### src/rtl/cfg_arb_pkg.sv
// Shared types and default widths for the config-space arbiter.
// The FSM state enum lives here so the arbiter and any monitors agree on the encoding.
package cfg_arb_pkg;

  localparam int DEF_ADDR_W = 8;
  localparam int DEF_DATA_W = 32;
  localparam int CNT_W      = 4;

  typedef enum logic [1:0] {
    IDLE    = 2'd0,
    ISSUE   = 2'd1,
    WAIT_RD = 2'd2,
    RESP    = 2'd3
  } arb_state_t;

endpackage

### src/rtl/rr_arb2.sv
// Two-input round-robin grant: a lone requester always wins, and on a tie
// the requester that was not granted last wins.
module rr_arb2 (
  input  logic [1:0] req,
  input  logic       last_grant,
  output logic [1:0] gnt
);

  assign gnt[0] = req[0] & (~req[1] | last_grant);
  assign gnt[1] = req[1] & (~req[0] | ~last_grant);

endmodule

### src/rtl/cfg_space_arbiter.sv
// Arbitrates sideband (req0) and logical-layer FSM (req1) accesses onto a single
// config-space port with fixed-latency reads.
module cfg_space_arbiter
  import cfg_arb_pkg::*;
#(
  parameter int ADDR_W = DEF_ADDR_W,
  parameter int DATA_W = DEF_DATA_W,
  parameter int RD_LAT = 2
) (
  input  logic              sb_clk,
  input  logic              rst,
  input  logic              req0_valid,
  input  logic              req0_write,
  input  logic [ADDR_W-1:0] req0_addr,
  input  logic [DATA_W-1:0] req0_wdata,
  output logic              req0_ready,
  output logic              req0_rvalid,
  output logic [DATA_W-1:0] req0_rdata,
  input  logic              req1_valid,
  input  logic              req1_write,
  input  logic [ADDR_W-1:0] req1_addr,
  input  logic [DATA_W-1:0] req1_wdata,
  output logic              req1_ready,
  output logic              req1_rvalid,
  output logic [DATA_W-1:0] req1_rdata,
  output logic              c_read,
  output logic              c_write,
  output logic [ADDR_W-1:0] c_address,
  output logic [DATA_W-1:0] c_data_in,
  input  logic [DATA_W-1:0] c_data_out,
  output logic              busy
);

  // WAIT_RD always spends one cycle, then counts RD_LAT-1 more before sampling.
  localparam logic [CNT_W-1:0] LAST_CNT = CNT_W'(RD_LAT - 1);

  arb_state_t       state;
  logic             wr_q;
  logic             owner;
  logic             last_grant;
  logic [CNT_W-1:0] rd_cnt;
  logic [1:0]       gnt;
  logic             accept;

  rr_arb2 u_rr_arb2 (
    .req        ({req1_valid, req0_valid}),
    .last_grant (last_grant),
    .gnt        (gnt)
  );

  assign req0_ready = (state == IDLE) & gnt[0];
  assign req1_ready = (state == IDLE) & gnt[1];
  assign accept     = req0_ready | req1_ready;
  assign busy       = (state != IDLE);

  always_ff @(posedge sb_clk) begin
    if (rst) begin
      state       <= IDLE;
      wr_q        <= 1'b0;
      owner       <= 1'b0;
      last_grant  <= 1'b1;
      rd_cnt      <= '0;
      c_read      <= 1'b0;
      c_write     <= 1'b0;
      c_address   <= '0;
      c_data_in   <= '0;
      req0_rvalid <= 1'b0;
      req1_rvalid <= 1'b0;
      req0_rdata  <= '0;
      req1_rdata  <= '0;
    end else begin
      // NOTE: strobes and rvalid default low every cycle, so each set below is a
      // one-cycle pulse; non-blocking assignments keep all registers updating together.
      c_read      <= 1'b0;
      c_write     <= 1'b0;
      req0_rvalid <= 1'b0;
      req1_rvalid <= 1'b0;
      case (state)
        IDLE: begin
          if (accept) begin
            owner      <= gnt[1];
            last_grant <= gnt[1];
            wr_q       <= gnt[1] ? req1_write : req0_write;
            c_write    <= gnt[1] ? req1_write : req0_write;
            c_read     <= gnt[1] ? ~req1_write : ~req0_write;
            c_address  <= gnt[1] ? req1_addr : req0_addr;
            c_data_in  <= gnt[1] ? req1_wdata : req0_wdata;
            state      <= ISSUE;
          end
        end
        ISSUE: begin
          rd_cnt <= '0;
          state  <= wr_q ? IDLE : WAIT_RD;
        end
        WAIT_RD: begin
          if (rd_cnt == LAST_CNT) begin
            if (owner) begin
              req1_rdata  <= c_data_out;
              req1_rvalid <= 1'b1;
            end else begin
              req0_rdata  <= c_data_out;
              req0_rvalid <= 1'b1;
            end
            state <= RESP;
          end else begin
            rd_cnt <= rd_cnt + CNT_W'(1);
          end
        end
        RESP:    state <= IDLE;
        default: state <= IDLE;
      endcase
    end
  end

endmodule

### config.mk
export PLATFORM = sky130hd
export DESIGN_NAME = cfg_space_arbiter
export DESIGN_NICKNAME = d
export VERILOG_FILES = /design/src/rtl/cfg_arb_pkg.sv /design/src/rtl/rr_arb2.sv /design/src/rtl/cfg_space_arbiter.sv
export SDC_FILE = /design/constraint.sdc
export NUM_CORES = 1
export LEC_CHECK = 0
export CAP_MARGIN = 10
export CORE_MARGIN = 2
export CORE_UTILIZATION = 50
export DETAILED_ROUTE_END_ITERATION = 12
export DONT_BUFFER_PORTS = 1
export HOLD_SLACK_MARGIN = 0.15
export PLACE_DENSITY = 0.77
export SYNTH_ARGS = -nofsm -noshare
export SYNTH_HDL_FRONTEND = slang
export SYNTH_SLANG_ARGS = --single-unit
export TNS_END_PERCENT = 5
### constraint.sdc
create_clock -name sb_clk -period 2.14 [get_ports sb_clk]
set_clock_uncertainty 0.2 [all_clocks]
set_input_delay 0.535 -clock sb_clk [delete_from_list [all_inputs] [get_ports sb_clk]]
set_output_delay 0.535 -clock sb_clk [all_outputs]
set_load 0.005 [all_outputs]
==> results of run 1 <==
-- registers in the layout (all words and copies together) (netlist names), named ones only --
signal / cells
c_address: 8
c_data_in: 32
c_read: 1
c_write: 1
last_grant: 1
owner: 1
rd_cnt: 4
req0_rdata: 32
req0_rvalid: 1
req1_rdata: 32
req1_rvalid: 1
state: 1
wr_q: 1
-- cells in the final DEF (no fill, tap or decap), types with 9 or more instances in the layout --
| master | n |
|---|---|
| dfxtp_1 | 114 |
| o31ai_1 | 32 |
| a21oi_1 | 106 |
| o21ai_0 | 33 |
| nand2_1 | 80 |
| dlygate4sd3_1 | 9 |
| a311oi_2 | 39 |
| nand4_1 | 32 |
| buf_4 | 15 |
| clkbuf_16 | 16 |
| nand3_1 | 34 |
-- what timing repair did --
action | 4_1_cts | 5_1_grt
endpoints found under the setup margin | 3 | 7
setup buffers | 2 | 0
resized for setup | 6 | 7
hold endpoints to repair | 117 | 107
pin swaps | 2 | 3
-- final cells by class --
cell class	count	area, um^2	share of cell area
tap	136	170.2	0.02841
clock buffer	21	449.2	0.07499
multi-input combinational	400	2564	0.4280
sequential	117	2351	0.3925
inverter	5	18.77	0.003133
clock inverter	10	130.1	0.02173
timing repair buffer	30	306.5	0.05118
-- synth_stat cells (2+ instances only) --
cell,count
dfxtp_1,117
a21oi_1,106
nand2_1,80
clkbuf_1,46
a311oi_2,39
nand3_1,34
o21ai_0,33
nand4_1,32
o31ai_1,32
buf_2,13
nor2_1,7
buf_6,5
inv_1,5
buf_1,4
buf_4,4
nor2b_1,4
ha_1,2
mux2_2,2
nand2b_1,2
nor3_1,2
nor3b_1,2
-- worst min-delay path by stage --
stage | start | endpoint | slack (ns)
after CTS | rst | c_data_in[23]$_SDFFE_PP0P_ | -0.11
after global placement | req1_rdata[21]$_SDFFE_PP0P_ | req1_rdata[21]$_SDFFE_PP0P_ | 0.27
after detailed placement | req1_rdata[21]$_SDFFE_PP0P_ | req1_rdata[21]$_SDFFE_PP0P_ | 0.28
after floorplan | req1_rdata[0]$_SDFFE_PP0P_ | req1_rdata[0]$_SDFFE_PP0P_ | 0.26
after global routing | rst | c_data_in[29]$_SDFFE_PP0P_ | -0.12
final | rst | c_data_in[29]$_SDFFE_PP0P_ | -0.08
-- cells by family after synthesis --
| family | count (synthesis) | share of synthesized area |
|---|---|---|
| compound gates | 221 | 0.3103 |
| fa+ha+maj | 2 | 0.004780 |
| buf+inv | 77 | 0.06837 |
| flops | 117 | 0.4475 |
| mux | 3 | 0.006215 |
| simple gates | 174 | 0.1628 |
-- through the flow --
| stage | hold WS (ns) | area (um^2) |
|---|---|---|
| floorplan | 0.2646 | 5234 |
| finish | -0.08228 | 5989 |
| global route | -0.1152 | 5989 |
| detailed placement | 0.2751 | 5265 |
| CTS | -0.1120 | 5974 |
| global placement | 0.2703 | 5265 |
-- layer usage --
metal  GRT usage  wire [um]  vias to the layer above
li1            -          -                     2149
met1      0.2759       5396                     2224
met2      0.4254       7205                      256
met3      0.1073       1628                       35
met4      0.1006        362                        0
met5           0          0                        -
-- power by group through the flow --
stage               Combinational (uW)  Sequential (uW)  Clock [uW]
finish                            1580             2720        2790
global route                      1720             2760        2930
CTS                               1550             2720        2830
detailed placement                1480             2760           0
global placement                  1400             2760           0
floorplan                         1320             2660           0
==> impl_metrics.ini, run 1 <==
[outcome]
status = finished with violations
violations = hold timing

[placement]
post-place-ws_ns = 0.1638
dp_hpwl_um = 9673
gp_congestion = 0.7550
port_buffers = 0
dp_cells = 676

[grt]
grt_max_degree = 120
grt_pass1_wl_um = 22800
grt_use_total = 0.2508
grt_pass1_vias = 4637
antenna_found_initial = 0
grt_overflow = 0

[synthesis]
synth-seq-cells = 117
async_reset_ff_frac = 0
syn_area_mm2 = 0.005234
synth_area_leaders = dfxtp_1 (45%), a311oi_2 (11%), a21oi_1 (10%), nand2_1 (5.7%), o31ai_1 (4.6%)
synth.top_cell.area_share = 0.4475
ys.warnings.count = 0
synthFlopType = dfxtp_1
ys_seq_area_frac = 0.4475
postSynthCellCount = 594
ys_types = 44
netlist.top_cell.by_area = dfxtp_1
syn_area_per_cell_um2 = 8.811
syn_nets = 714
synth_edf_count = 0

[sta]
timing.hold.ws_ns = -0.08228
post-route-period-util = 0.9904
final_hold_viol_count = 56
drv_slew = 0
rsz0062_at_grt = yes
timing.final.ws_setup_ns = 0.02045
tns_ns = 0
period_minus_slack_ns = 2.120
slew-limit-headroom = 0.5397
fmax_mhz = 471.8
setup_viol = 0
worstMarginPinSlew_ns = 0.6905

[critical_path]
cpMaxStageDelayCell = or3b_4
crit_required_ns = 1.40
cpPeakStageDelay_ns = 0.42
arrival_ns = 1.38
startpoint_type = flop
rr_startpoint = state[0]$_SDFFE_PP0P_
endpoint = req0_ready
ff2ff_path_depth = 5
critPathBufInv = 0
critical_path_class = reg -> out
crit_chain = or3b_4 -> nor2_4
cp.depth = 2
r2r_setup_slack_ns = 0.05
cpLargestDelayFamily = simple AND/OR/NAND/NOR gates
end_kind = output pin
cp_max_fo = 6
r2r_end = rd_cnt[2]$_SDFFE_PP0P_

[die]
core_mm2 = 0.01023
rows = 37
ios = 229
die_w_um = 106.3
die_area_mm2 = 0.01130
initial_core_util = 0.5116
die_height_um = 106.3

[detailed_routing]
drt_iter0_drc = 367
first_pass_iters = 6
totalWireLength_um = 14590
routed_via_density = 6.487
ant_nets = 0
routed-via-count = 4664
drc = 0
wire_per_inst_um = 20.29

[final_layout]
synthToLayoutAreaGrowth_pct = 14.44
layout-drive-gt1-share = 0.1852
final_util = 0.5854
n_antenna_cell = 0
finalNetCount = 691
fillCellCount = 917
instances_no_fill = 719

[pwr]
p_int_uw = 4919
ir_worst_vdd_mv = 0.8904
p_per_area_mw_per_mm2 = 1183
power_uw = 7088
seqPwrFrac = 0.384
p_clk_frac = 0.393
comb_power_share = 0.223
power_leakage_uw = 0.002014
p_sw_uw = 2168
sw_frac_of_total = 0.3059

[clock_tree]
root_buffer = clkbuf_8
tritoncts = yes
cts.path.max_buffers = 2
h-tree-depth = 4
clk_latency_ns = 0.49
clkSlewWorstSetupHoldPaths_ns = 0.05
cts_buffers = 17
clock_sinks = 117
hold_buffers = 10

[job]
cap_violations = 0

[worst_hold_path]
hp-class = in -> reg
hold_depth = 1
Note: power is estimated with default switching activity, not from simulation.
==> inputs of run 2 (changes only) <==
SLEW_MARGIN = 20   (was not set)
==> results of run 2 <==
No change in the layout: final DEF, timing and power equal those of run 1.
